===== src/rtl/uart_frame_pkg.sv =====
// Shared constants and FSM encoding for the UART command-frame parser.
package uart_frame_pkg;

    localparam logic [7:0] HEAD_BYTE = 8'hAA;

    localparam logic [1:0] ERR_CHK = 2'd1;
    localparam logic [1:0] ERR_LEN = 2'd2;
    localparam logic [1:0] ERR_TMO = 2'd3;

    typedef enum logic [2:0] {
        ST_IDLE = 3'd0,
        ST_CMD  = 3'd1,
        ST_LEN  = 3'd2,
        ST_DATA = 3'd3,
        ST_CHK  = 3'd4
    } state_t;

endpackage


===== src/rtl/uart_frame_buf.sv =====
// Payload storage for the frame parser: MAX_LEN bytes, one write port,
// one registered read port (one-cycle read latency). Contents are not reset.
module uart_frame_buf #(
    parameter int MAX_LEN = 16,
    parameter int ADDR_W  = 4
) (
    input  logic              sys_clk,
    input  logic              sys_rst_n,
    input  logic              wr_en,
    input  logic [ADDR_W-1:0] wr_addr,
    input  logic [7:0]        wr_data,
    input  logic [ADDR_W-1:0] rd_addr,
    output logic [7:0]        rd_data
);

    logic [7:0] mem_q [MAX_LEN];
    logic [7:0] rd_data_q;
    logic [7:0] rd_data_d;

    // Payload bytes are written in place as they arrive.
    always_ff @(posedge sys_clk) begin
        if (wr_en) begin
            mem_q[wr_addr] <= wr_data;
        end
    end

    // Select the addressed byte; addresses past the array read as zero.
    always_comb begin
        rd_data_d = 8'h00;
        if (int'(rd_addr) < MAX_LEN) begin
            rd_data_d = mem_q[rd_addr];
        end
    end

    // Read data register, cleared by reset so the output starts at zero.
    always_ff @(posedge sys_clk or negedge sys_rst_n) begin
        if (!sys_rst_n) begin
            rd_data_q <= 8'h00;
        end else begin
            rd_data_q <= rd_data_d;
        end
    end

    assign rd_data = rd_data_q;

endmodule


===== src/rtl/uart_frame_parser.sv =====
// UART command-frame parser: HEAD CMD LEN payload CHK.
// Optional inter-byte timeout is built when UART_FRAME_TIMEOUT_EN is defined.
module uart_frame_parser
    import uart_frame_pkg::*;
#(
    parameter int         MAX_LEN      = 16,
    parameter int         LEN_W        = 5,
    parameter int         ADDR_W       = 4,
    parameter logic [7:0] HEAD_BYTE    = uart_frame_pkg::HEAD_BYTE,
    parameter int         TIMEOUT_CLKS = 156250
) (
    input  logic              sys_clk,
    input  logic              sys_rst_n,
    input  logic              uart_rx_done,
    input  logic [7:0]        uart_rx_data,
    output logic              frame_valid,
    output logic              frame_err,
    output logic [1:0]        err_code,
    output logic [7:0]        frame_cmd,
    output logic [LEN_W-1:0]  frame_len,
    input  logic [ADDR_W-1:0] rd_addr,
    output logic [7:0]        rd_data
);

    localparam logic [7:0]       MAX_LEN_B = 8'(MAX_LEN);
    localparam logic [LEN_W-1:0] LEN_ONE   = LEN_W'(1);

    state_t           state_q, state_d;
    logic             done_q, done_d;
    logic             byte_stb;
    logic [7:0]       sum_q, sum_d;
    logic [7:0]       cmd_r_q, cmd_r_d;
    logic [LEN_W-1:0] len_r_q, len_r_d;
    logic [LEN_W-1:0] wr_idx_q, wr_idx_d;
    logic             frame_valid_q, frame_valid_d;
    logic             frame_err_q, frame_err_d;
    logic [1:0]       err_code_q, err_code_d;
    logic [7:0]       frame_cmd_q, frame_cmd_d;
    logic [LEN_W-1:0] frame_len_q, frame_len_d;
    logic             buf_we;
    logic             tmo_hit;

    assign done_d   = uart_rx_done;
    assign byte_stb = uart_rx_done & ~done_q;

`ifdef UART_FRAME_TIMEOUT_EN
    localparam int             TMO_W    = $clog2(TIMEOUT_CLKS + 1);
    localparam logic [TMO_W-1:0] TMO_LAST = TMO_W'(TIMEOUT_CLKS - 1);
    localparam logic [TMO_W-1:0] TMO_ONE  = TMO_W'(1);

    logic [TMO_W-1:0] tmo_cnt_q, tmo_cnt_d;

    // Gap counter: restarts on every byte, idles at zero outside a frame; a byte wins over expiry.
    always_comb begin
        tmo_hit   = (state_q != ST_IDLE) && !byte_stb && (tmo_cnt_q == TMO_LAST);
        tmo_cnt_d = tmo_cnt_q + TMO_ONE;
        if (byte_stb || (state_q == ST_IDLE) || tmo_hit) begin
            tmo_cnt_d = '0;
        end
    end

    // Gap counter register.
    always_ff @(posedge sys_clk or negedge sys_rst_n) begin
        if (!sys_rst_n) begin
            tmo_cnt_q <= '0;
        end else begin
            tmo_cnt_q <= tmo_cnt_d;
        end
    end
`else
    assign tmo_hit = 1'b0;
`endif

    // Frame FSM next-state, checksum accumulation and result pulses.
    always_comb begin
        state_d       = state_q;
        sum_d         = sum_q;
        cmd_r_d       = cmd_r_q;
        len_r_d       = len_r_q;
        wr_idx_d      = wr_idx_q;
        frame_valid_d = 1'b0;
        frame_err_d   = 1'b0;
        err_code_d    = err_code_q;
        frame_cmd_d   = frame_cmd_q;
        frame_len_d   = frame_len_q;
        buf_we        = 1'b0;
        if (byte_stb) begin
            unique case (state_q)
                ST_IDLE: begin
                    if (uart_rx_data == HEAD_BYTE) begin
                        sum_d   = 8'h00;
                        state_d = ST_CMD;
                    end
                end
                ST_CMD: begin
                    cmd_r_d = uart_rx_data;
                    sum_d   = sum_q + uart_rx_data;
                    state_d = ST_LEN;
                end
                ST_LEN: begin
                    sum_d = sum_q + uart_rx_data;
                    if (uart_rx_data > MAX_LEN_B) begin
                        frame_err_d = 1'b1;
                        err_code_d  = ERR_LEN;
                        state_d     = ST_IDLE;
                    end else if (uart_rx_data == 8'h00) begin
                        len_r_d = '0;
                        state_d = ST_CHK;
                    end else begin
                        len_r_d  = uart_rx_data[LEN_W-1:0];
                        wr_idx_d = '0;
                        state_d  = ST_DATA;
                    end
                end
                ST_DATA: begin
                    buf_we   = 1'b1;
                    sum_d    = sum_q + uart_rx_data;
                    wr_idx_d = wr_idx_q + LEN_ONE;
                    if ((wr_idx_q + LEN_ONE) == len_r_q) begin
                        state_d = ST_CHK;
                    end
                end
                ST_CHK: begin
                    if (uart_rx_data == sum_q) begin
                        frame_valid_d = 1'b1;
                        frame_cmd_d   = cmd_r_q;
                        frame_len_d   = len_r_q;
                    end else begin
                        frame_err_d = 1'b1;
                        err_code_d  = ERR_CHK;
                    end
                    state_d = ST_IDLE;
                end
                default: state_d = ST_IDLE;
            endcase
        end else if (tmo_hit) begin
            frame_err_d = 1'b1;
            err_code_d  = ERR_TMO;
            state_d     = ST_IDLE;
        end
    end

    // State, checksum and output registers.
    always_ff @(posedge sys_clk or negedge sys_rst_n) begin
        if (!sys_rst_n) begin
            state_q       <= ST_IDLE;
            done_q        <= 1'b0;
            sum_q         <= 8'h00;
            cmd_r_q       <= 8'h00;
            len_r_q       <= '0;
            wr_idx_q      <= '0;
            frame_valid_q <= 1'b0;
            frame_err_q   <= 1'b0;
            err_code_q    <= 2'd0;
            frame_cmd_q   <= 8'h00;
            frame_len_q   <= '0;
        end else begin
            state_q       <= state_d;
            done_q        <= done_d;
            sum_q         <= sum_d;
            cmd_r_q       <= cmd_r_d;
            len_r_q       <= len_r_d;
            wr_idx_q      <= wr_idx_d;
            frame_valid_q <= frame_valid_d;
            frame_err_q   <= frame_err_d;
            err_code_q    <= err_code_d;
            frame_cmd_q   <= frame_cmd_d;
            frame_len_q   <= frame_len_d;
        end
    end

    uart_frame_buf #(
        .MAX_LEN (MAX_LEN),
        .ADDR_W  (ADDR_W)
    ) u_buf (
        .sys_clk   (sys_clk),
        .sys_rst_n (sys_rst_n),
        .wr_en     (buf_we),
        .wr_addr   (wr_idx_q[ADDR_W-1:0]),
        .wr_data   (uart_rx_data),
        .rd_addr   (rd_addr),
        .rd_data   (rd_data)
    );

    assign frame_valid = frame_valid_q;
    assign frame_err   = frame_err_q;
    assign err_code    = err_code_q;
    assign frame_cmd   = frame_cmd_q;
    assign frame_len   = frame_len_q;

endmodule


===== config.mk =====
export PLATFORM = sky130hd
export DESIGN_NAME = uart_frame_parser
export DESIGN_NICKNAME = d
export VERILOG_FILES = /design/src/rtl/uart_frame_pkg.sv /design/src/rtl/uart_frame_buf.sv /design/src/rtl/uart_frame_parser.sv
export SDC_FILE = /design/constraint.sdc
export NUM_CORES = 1
export LEC_CHECK = 0
export CORE_AREA = 2 2 149 151
export DETAILED_ROUTE_END_ITERATION = 8
export DIE_AREA = 0 0 151 153
export GPL_TIMING_DRIVEN = 0
export PLACE_DENSITY = 0.49
export SLEW_MARGIN = 0
export SYNTH_ARGS = -nofsm -noshare
export SYNTH_HDL_FRONTEND = slang
export SYNTH_SLANG_ARGS = --single-unit

===== constraint.sdc =====
create_clock -name sys_clk -period 2.47 [get_ports sys_clk]
set_input_delay 0.6175 -clock sys_clk [delete_from_list [all_inputs] [get_ports sys_clk]]
set_output_delay 0.6175 -clock sys_clk [all_outputs]
set_load 0.01 [all_outputs]

==> impl_metrics.csv, run 1 <==
group,metric,value,unit
sta,finalSetupViolCount,0,
sta,worst_slack,41.89,ps
die,dieArea,23100,um^2
clock_tree,cts.reportedPaths.clkPinSlew,70,ps
clock_tree,cts.sinks,183,
sta,fin_crit,2428,ps
clock_tree,holdBufCountCts,0,
clock_tree,cts_made_buffers,17,
sta,hold_viol_final,0,
routing,antenna_left,0,
yosys,synth_common_cells,"128 x edfxtp_1, 55 x dfrtp_1, 40 x mux4_2",
grt,grt_overflow,0,
sta,min_period_over_period,98.30,%
placement,hpwl,10.47,mm
yosys,synth_area_per_cell,17.91,um^2
die,ios,40,
yosys,syn_area,7435,um^2
yosys,ys.flop_type,"edfxtp_1",
pwr,ir_drop,0.5723,mV
worst_setup_path,rr_startpoint,"sum_q[0]$_DFFE_PN0P_",
worst_setup_path,start_kind,"input port",
grt,grt_usage,15.16,%
finish,fin_nets,505,
routing,drc,0,
die,coreArea,21490,um^2
placement,numPortBuffers,36,
finish,instances_no_fill,771,
placement,placedCellCount,732,
clock_tree,clock_path_buffers,2,
yosys,synth.top_cell.area_share,51.70,%
routing,wire_per_inst,21.10,um
worst_setup_path,worstPathArrival,2710,ps
worst_setup_path,r2r_end,"sum_q[6]$_DFFE_PN0P_",
grt,grt_util_met2,26.00,%
grt,use_met1,19.19,%
pwr,leakage,0.003132,uW
run,cap_violations,0,
yosys,netlist_top_cells_area,"edfxtp_1 52%, dfrtp_1 19%, mux4_2 12%",
sta,tns,0,ps
placement,dp_slack,-1340,ps
routing,drt_pass1_iterations,5,
finish,drive_gt1_share,30.55,%
finish,regArea,5220,um^2
worst_setup_path,ff2ff_setup_slack,320,ps
sta,whs,192.5,ps
finish,area_growth,20.36,%
die,dieWidth,151,um
grt,use_met3,3.164,%
routing,drt_wl_total,16.27,mm
worst_setup_path,cp.required,2760,ps
pwr,power_density,864.4,nW/um^2
yosys,yosysMostFrequentCell,"edfxtp_1",
clock_tree,clk_latency,430,ps
clock_tree,root_buffer,"clkbuf_16",
yosys,syn_inst,415,
worst_setup_path,r2r_cells,9,
grt,grt_pass1_wl,25.10,mm
yosys,syn_nets,442,
die,initial_core_util,34.60,%
routing,viasPerCell,4.995,
sta,drv_slew,0,
grt,grt_pass1_vias,4233,
sta,worst_slew_pin_slew,783.4,ps
finish,n_fill_cell,1928,
yosys,async_flop_share,30.05,%
die,die_y,153,um
grt,grt_max_degree,37,
yosys,ys_warn_count,0,
yosys,synth_seq_cells,183,
placement,place_congestion,0.7046,
finish,n_antenna_cell,0,
grt,grt_antenna_before_repair,0,
worst_setup_path,critPathMaxFanout,10,
worst_setup_path,crit_type,"input port to register",
grt,top_usage_layer,"met2",
routing,vias,3851,
run_status,status,"finished, final reports clean",
sta,maxSlewHeadroom,47.22,%
finish,final_util,41.65,%
clock_tree,h-tree-depth,4,
die,num_rows,54,
clock_tree,cts_tree,"yes",
sta,max_freq,0.4118,GHz
worst_hold_path,hp-class,"input port to asynchronous set/reset pin",
yosys,synth_top_cell_by_area,"edfxtp_1",
yosys,synthDistinctLibCells,45,
sta,clock_skew,10.71,ps
worst_setup_path,worstSetupEndpointType,"register",
routing,drt_iter0_markers,209,
finish,multi_input_area,2253,um^2
yosys,synth_edf_count,128,
yosys,synth_seq_area_share,70.21,%
how the worst max path moves through the flow:
stage,start,to,slack [ps],depth (start not counted)
after floorplan,uart_rx_done,u_buf.mem_q[0][0]$_DFFE_PP_,50,6
after global placement,uart_rx_data[5],frame_cmd[3]$_DFFE_PN0P_,-1320,7
after detailed placement,uart_rx_done,u_buf.mem_q[0][4]$_DFFE_PP_,-1340,7
after CTS,uart_rx_data[7],frame_cmd[4]$_DFFE_PN0P_,6,6
after global routing,uart_rx_done,u_buf.mem_q[2][1]$_DFFE_PP_,-8,8
final,rd_addr[1],u_buf.rd_data[6]$_DFF_PN0_,40,4
cell type report:
| cell class | count | share of cell area, % |
|---|---|---|
| Multi-Input combinational cell | 207 | 25.18 |
| Buffer | 16 | 0.9927 |
| Timing Repair Buffer | 44 | 4.978 |
| Tap cell | 280 | 3.915 |
| Clock buffer | 19 | 4.838 |
| Clock inverter | 13 | 1.384 |
| Sequential cell | 183 | 58.33 |
| Inverter | 9 | 0.3775 |
cell families after synthesis:
logic type | Yosys count | synth area share [%]
muxes | 65 | 15.90
DFF | 183 | 70.21
and+or+nand+nor | 76 | 5.083
AOI/OAI and AO/OA | 41 | 3.517
xor gates and xnor gates | 13 | 1.531
buffers and inverters | 25 | 1.632
adders and majority gates | 12 | 2.120
metrics by stage:
stage,power [uW],instance area [um^2]
6_report,7736,8949
5_1_grt,8124,8949
4_1_cts,7799,8945
3_5_place_dp,5076,8160
3_3_place_gp,5032,8145
2_1_floorplan,4643,7435
registers in the layout, indices dropped and copies added, names as in the netlist:
register,cells
u_buf.rd_data,8
frame_cmd,8
state_q,3
frame_err,1
done_q,1
frame_valid,1
u_buf.mem_q,128
len_r_q,5
err_code,2
cmd_r_q,8
wr_idx_q,5
frame_len,5
sum_q,8
worst max-delay path: stages:
cell and delay [ps]:
clkdlybuf4s50_1 600, buf_1 520, mux4_2 450, mux4_2 520
placed cells by master (no fill, tap or decap), types with 5 or more instances in the layout:
| cell | n |
|---|---|
| clkbuf_16 | 17 |
| ha_1 | 11 |
| nor2_1 | 7 |
| o21ai_0 | 18 |
| mux4_2 | 40 |
| inv_1 | 9 |
| buf_4 | 7 |
| clkdlybuf4s50_1 | 27 |
| edfxtp_1 | 128 |
| nand2_2 | 5 |
| buf_12 | 5 |
| nand3_1 | 5 |
| dfrtp_1 | 55 |
| nor3_4 | 5 |
| mux2_2 | 25 |
| nand2_1 | 18 |
| nand2b_1 | 5 |
| a21oi_1 | 6 |
| buf_2 | 10 |
| xor2_1 | 9 |
| nor2_4 | 13 |
what timing repair did:
action	4_1_cts	5_1_grt
buffers inserted	7	0
gates resized for setup	70	14
endpoints found under the setup margin	158	138
pin swaps	5	0
power by group:
part | switching (uW) | total, uW | internal [uW]
sequential | 152 | 3730 | 3570
combinational | 822 | 1430 | 605
clock | 1180 | 2580 | 1400
per-layer routing:
metal,vias up,share of wire (%)
met1,2000,43
met2,84,52
li1,1753,-
met5,-,0
met4,0,1.1
met3,14,3.7
No activity file was read; power rests on OpenSTA's default activity.
==> run 2: changes to the inputs <==
--- a/config.mk
+++ b/config.mk
@@ -5,11 +5,13 @@
 export SDC_FILE = /design/constraint.sdc
 export NUM_CORES = 1
 export LEC_CHECK = 0
+export CELL_PAD_IN_SITES_DETAIL_PLACEMENT = 0
+export CELL_PAD_IN_SITES_GLOBAL_PLACEMENT = 2
 export CORE_AREA = 2 2 149 151
 export DETAILED_ROUTE_END_ITERATION = 8
 export DIE_AREA = 0 0 151 153
 export GPL_TIMING_DRIVEN = 0
-export PLACE_DENSITY = 0.49
+export PLACE_DENSITY = 0.61
 export SLEW_MARGIN = 0
 export SYNTH_ARGS = -nofsm -noshare
 export SYNTH_HDL_FRONTEND = slang
==> impl_metrics.csv, run 2 (synthesized netlist as in run 1, its figures left out) <==
group,metric,value,unit
run_status,status,"finished, final reports clean",
sta,drv_slew,0,
finish,drive_gt1_share,31.30,%
grt,grt_pass1_vias,4134,
worst_setup_path,cp_cell_sequence,"clkdlybuf4s50_1 -> nand2b_2 -> nor2_4 -> nand2_1 -> nor2_4 -> nand2_2 -> nor3_4 -> buf_4",
die,dieArea,23100,um^2
placement,dp_slack,-1508,ps
finish,final_cell_area,8986,um^2
die,dieWidth,151,um
finish,layout_commonest_cell,"edfxtp_1",
sta,fin_crit,2338,ps
worst_setup_path,start_kind,"input port",
pwr,leakage,0.003159,uW
routing,drc,0,
sta,finalSetupViolCount,0,
grt,grt_overflow,0,
sta,maxSlewHeadroom,39.36,%
finish,largest_reg_flops,128,
clock_tree,root_buffer,"clkbuf_16",
clock_tree,cts.reportedPaths.clkPinSlew,70,ps
clock_tree,cts.sinks,183,
sta,hold_viol_final,0,
worst_setup_path,worstPathArrival,2480,ps
finish,area_growth,20.87,%
routing,wire_per_inst,20.99,um
grt,grt_usage,15.05,%
clock_tree,clock_path_buffers,2,
sta,worst_slew_pin_slew,909.6,ps
pwr,ir_drop,0.5072,mV
grt,grt_pass1_wl,25.16,mm
routing,antenna_left,0,
routing,viasPerCell,4.994,
grt,grt_max_degree,30,
finish,final_util,41.82,%
finish,fin_nets,506,
worst_setup_path,critPathMaxFanout,7,
placement,numPortBuffers,36,
worst_setup_path,cp.required,2610,ps
grt,grt_antenna_before_repair,0,
worst_setup_path,critPathMostFrequentCell,"nor2_4",
die,coreArea,21490,um^2
finish,layout_common_cells,"128 x edfxtp_1, 55 x dfrtp_1, 40 x mux4_2",
worst_hold_path,hp-class,"input port to asynchronous set/reset pin",
routing,drt_wl_total,16.22,mm
clock_tree,cts_made_buffers,17,
worst_setup_path,rr_startpoint,"sum_q[5]$_DFFE_PN0P_",
worst_setup_path,cpPeakStageDelay,520,ps
die,num_rows,54,
pwr,power_density,864.6,nW/um^2
die,initial_core_util,34.60,%
die,ios,40,
routing,vias,3860,
routing,drt_iter0_markers,166,
worst_setup_path,critical_path.startpoint,"uart_rx_done",
run,cap_violations,0,
worst_setup_path,cpMaxStageDelayCell,"clkdlybuf4s50_1",
sta,whs,237.6,ps
placement,hpwl,10.61,mm
sta,max_freq,0.4277,GHz
worst_setup_path,worstSetupEndpointType,"register",
clock_tree,clk_latency,430,ps
finish,top_register,"u_buf.mem_q",
sta,worst_slack,131.8,ps
sta,clock_skew,15.56,ps
sta,tns,0,ps
die,die_y,153,um
clock_tree,cts_tree,"yes",
worst_setup_path,crit_type,"input port to register",
clock_tree,holdBufCountCts,0,
clock_tree,h-tree-depth,4,
sta,min_period_over_period,94.66,%
routing,drt_pass1_iterations,4,
placement,place_area,8175,um^2
placement,place_congestion,0.7547,
-- run 2: changes by cell type in the layout (fill, tap and decap cells not counted), sizes merged --
| cell | previous run | this run |
|---|---|---|
| diode | 0 | 1 |
| inv | 12 | 16 |
| clkinvlp | 4 | 2 |
| bufinv | 1 | 0 |
| clkbuf | 25 | 23 |
| dlygate4sd2 | 0 | 1 |
| clkinv | 5 | 6 |
-- run 2: critical path, delay by kind of cell --
family,cells,cell delay (ps)
simple gates,6,1150
buf+inv,2,700
-- run 2: layout make-up --
class / count / area (um^2)
Clock buffer: 17 / 425.4
Antenna cell: 1 / 2.502
Sequential cell: 183 / 5220
Timing Repair Buffer: 45 / 446.7
Fill cell: 1940 / 12500
Tap cell: 280 / 350.3
Buffer: 16 / 91.34
Inverter: 9 / 33.78
Multi-Input combinational cell: 207 / 2258
Clock inverter: 15 / 157.7
-- run 2: worst paths after layout --
check	to	slack [ps]	depth (start not counted)
worst min register to register	sum_q[4]$_DFFE_PN0P_	490	2
worst max register to register	frame_cmd[5]$_DFFE_PN0P_	280	6
min in group sys_clk	sum_q[4]$_DFFE_PN0P_	490	2
worst max-delay path	u_buf.mem_q[0][2]$_DFFE_PP_	130	8
max in group asynchronous	frame_valid$_DFF_PN0_	1590	2
worst min-delay path	u_buf.rd_data[5]$_DFF_PN0_	240	1
-- run 2: power breakdown --
| part | switching [uW] | internal [uW] |
|---|---|---|
| combinational | 801 | 600 |
| sequential | 148 | 3570 |
| clock | 1300 | 1350 |
-- run 2: through the flow --
step | std cells | total power, uW
final | 773 | 7769
after global routing | 772 | 8165
after CTS | 771 | 7843
after detailed placement | 734 | 5081
after global placement | 731 | 5049
after floorplan | 415 | 4643
-- run 2: timing repair --
action | 4_1_cts | 5_1_grt
endpoints found under the hold margin | 0 | 0
buffers inserted | 5 | 1
endpoints found under the setup margin | 166 | 107
gates resized for setup | 78 | 8
pin swaps | 7 | 1
-- run 2: layer usage --
layer,routed length [um],global-route usage (%)
met2,8438,25.13
met5,0,0
met1,7076,19.64
met3,491,3.642
met4,217,4.139
==> run 3: changes to the inputs <==
--- a/config.mk
+++ b/config.mk
@@ -5,14 +5,17 @@
 export SDC_FILE = /design/constraint.sdc
 export NUM_CORES = 1
 export LEC_CHECK = 0
+export CAP_MARGIN = 20
 export CELL_PAD_IN_SITES_DETAIL_PLACEMENT = 0
 export CELL_PAD_IN_SITES_GLOBAL_PLACEMENT = 2
-export CORE_AREA = 2 2 149 151
+export CORE_AREA = 2 2 150 152
+export CTS_CLUSTER_SIZE = 20
 export DETAILED_ROUTE_END_ITERATION = 8
-export DIE_AREA = 0 0 151 153
+export DIE_AREA = 0 0 152 154
 export GPL_TIMING_DRIVEN = 0
 export PLACE_DENSITY = 0.61
 export SLEW_MARGIN = 0
 export SYNTH_ARGS = -nofsm -noshare
 export SYNTH_HDL_FRONTEND = slang
+export SYNTH_HIERARCHICAL = 1
 export SYNTH_SLANG_ARGS = --single-unit
==> impl_metrics.csv, run 3 <==
group,metric,value,unit
routing,drc,0,
sta,drv_slew,0,
grt,grt_antenna_before_repair,0,
yosys,netlist_top_cells_area,"edfxtp_1 51%, dfrtp_1 18%, mux4_2 5.4%",
finish,n_fill_cell,1957,
finish,largest_reg_flops,128,
pwr,comb_power_share,14.7,%
die,num_rows,54,
grt,grt_overflow,0,
placement,place_area,8287,um^2
yosys,synth_seq_area_share,69.31,%
placement,place_congestion,0.7480,
routing,drt_pass1_iterations,6,
clock_tree,cts.sinks,183,
finish,layout_common_cells,"128 x edfxtp_1, 55 x dfrtp_1, 28 x clkdlybuf4s50_1",
sta,max_freq,0.4260,GHz
pwr,seq_power_share,49.5,%
sta,worst_slew_pin_slew,805.8,ps
die,ios,40,
worst_setup_path,worstSetupEndpointType,"register",
worst_hold_path,hp-class,"input port to asynchronous set/reset pin",
placement,dp_slack,-1226,ps
pwr,ir_drop,0.4422,mV
pwr,p_int,5367,uW
sta,finalSetupViolCount,0,
grt,grt_max_degree,56,
worst_setup_path,worstPathArrival,2400,ps
pwr,p_switching,1943,uW
finish,final_util,41.40,%
finish,top_register,"u_buf/mem_q",
worst_setup_path,critPathMaxFanout,10,
die,dieWidth,152,um
routing,drt_iter0_markers,243,
yosys,async_flop_share,30.05,%
placement,placedCellCount,756,
yosys,synth_edf_count,128,
pwr,power_density,814.1,nW/um^2
clock_tree,clk_latency,430,ps
clock_tree,clock_path_buffers,2,
sta,fin_crit,2348,ps
worst_setup_path,crit_type,"register to register",
yosys,synth_seq_cells,183,
yosys,syn_nets,459,
die,die_y,154,um
clock_tree,h-tree-depth,4,
worst_setup_path,r2r_cells,5,
sta,rsz0062_at_grt,"yes",
finish,layout_commonest_cell,"edfxtp_1",
yosys,ys_warn_count,6,
die,initial_core_util,34.72,%
clock_tree,cts_tree,"yes",
die,dieArea,23410,um^2
grt,grt_pass1_vias,4249,
finish,instances_no_fill,793,
sta,clock_skew,14.09,ps
worst_setup_path,cpPeakStageDelay,660,ps
pwr,leakage,0.003257,uW
placement,numPortBuffers,38,
routing,antenna_left,0,
yosys,ys.flop_type,"edfxtp_1",
worst_setup_path,start_kind,"register",
sta,maxSlewHeadroom,46.28,%
placement,hpwl,10.35,mm
yosys,synth_top_cell_by_area,"edfxtp_1",
routing,viasPerCell,5.021,
worst_setup_path,cpMaxStageDelayCell,"nor2_1",
run,cap_violations,0,
worst_setup_path,cp_cell_sequence,"clkbuf_1 -> nand3_2 -> inv_4 -> nand3b_1 -> nor2_1",
routing,drt_wl_total,16.48,mm
yosys,synth_common_cells,"128 x edfxtp_1, 55 x dfrtp_1, 26 x nand2_1",
yosys,synthDistinctLibCells,51,
sta,hold_viol_final,0,
finish,n_antenna_cell,0,
grt,grt_pass1_wl,25.51,mm
clock_tree,holdBufCountCts,0,
pwr,clock_power_share,35.8,%
yosys,synth_area_per_cell,17.31,um^2
finish,fin_nets,524,
pwr,total_power,7310,uW
yosys,yosysMostFrequentCell,"edfxtp_1",
yosys,synth.top_cell.area_share,51.04,%
finish,final_cell_area,8979,um^2
run_status,status,"finished, final reports clean",
yosys,syn_inst,435,
pwr,swShare,26.58,%
sta,min_period_over_period,95.04,%
finish,area_growth,19.22,%
clock_tree,cts.reportedPaths.clkPinSlew,70,ps
clock_tree,cts_made_buffers,17,
clock_tree,root_buffer,"clkbuf_16",
grt,grt_usage,14.74,%
routing,wire_per_inst,20.78,um
sta,worst_slack,122.5,ps
worst_setup_path,cp.required,2520,ps
routing,vias,3982,
die,coreArea,21690,um^2
yosys,syn_area,7531,um^2
finish,drive_gt1_share,25.54,%
==> run 3: cell types whose count changed in the layout (fill, tap and decap cells not counted), sizes merged, moves of 3 or more <==
| cell | change |
|---|---|
| a22oi | +16 |
| mux4 | -8 |
| a31oi | +4 |
| inv | -4 |
| nand3 | +4 |
| nor4 | +4 |
| a21oi | -3 |
| clkdlybuf4s25 | +3 |
| clkinvlp | +3 |
| ha | -3 |
| nand2 | +3 |
| nor3 | +3 |
==> run 3: cell type report <==
type	count	area (um^2)	area share, %
Clock inverter	15	147.6	1.644
Timing Repair Buffer	46	442.9	4.933
Inverter	8	32.53	0.3623
Buffer	15	116.4	1.296
Tap cell	280	350.3	3.902
Multi-Input combinational cell	229	2243	24.99
Clock buffer	17	425.4	4.738
Sequential cell	183	5220	58.14
==> run 3: kinds of logic (layout without fill, tap and decap cells) <==
family,Yosys count,after routing,synth area share [%]
compound gates,59,59,5.333
xor+xnor,12,12,1.396
fa+ha+maj,9,9,1.595
buf+inv,23,101,1.944
flops,183,183,69.31
mux,57,57,14.01
simple gates,92,92,6.413
==> run 3: power by group through the flow <==
| stage | clock [uW] | sequential (uW) | combinational [uW] |
|---|---|---|---|
| finish | 2610 | 3620 | 1080 |
| global route | 2810 | 3640 | 1210 |
| CTS | 2690 | 3620 | 1090 |
| detailed placement | 0 | 3680 | 1070 |
| global placement | 0 | 3670 | 1050 |
| floorplan | 0 | 3660 | 715 |
==> run 3: through the flow <==
step	TNS (ps)	hold slack [ps]
final	0	267.1
after global routing	-1996	316.7
after CTS	-1650	308.9
after detailed placement	-148670	470.2
after global placement	-226870	461.2
after floorplan	-668.7	321.9
==> run 3: final timing paths <==
check	start	to	slack (ps)
max in group asynchronous	sys_rst_n	cmd_r_q[6]$_DFFE_PN0P_	1650
max reg2reg	state_q[0]$_DFFE_PN0P_	u_buf/mem_q[6][7]$_DFFE_PP_	120
min	sys_rst_n	u_buf/rd_data[4]$_DFF_PN0_	270
min in group sys_clk	uart_rx_done	done_q$_DFF_PN0_	410
min reg2reg	sum_q[2]$_DFFE_PN0P_	sum_q[2]$_DFFE_PN0P_	490
max	state_q[0]$_DFFE_PN0P_	u_buf/mem_q[6][7]$_DFFE_PP_	120
==> run 3: metal layers <==
| metal | routed length, um | global-route usage [%] | up-vias |
|---|---|---|---|
| met5 | 0 | 0 | - |
| li1 | - | - | 1855 |
| met4 | 187 | 4.539 | 0 |
| met2 | 8164 | 24.62 | 80 |
| met3 | 532 | 2.988 | 13 |
| met1 | 7596 | 19.52 | 2034 |
==> run 3: repair_timing <==
action / in CTS / in global routing
cloned: 0 / 0
pin swaps: 2 / 0
endpoints found under the setup margin: 160 / 123
buffers inserted: 3 / 2
resized for setup: 53 / 10
==> run 3: worst max-delay path: cells and delay by family, from the launching register on <==
kind / cells / cell delay [ps]
buffers and inverters: 2 / 570
DFF: 1 / 340
and+or+nand+nor: 3 / 1060
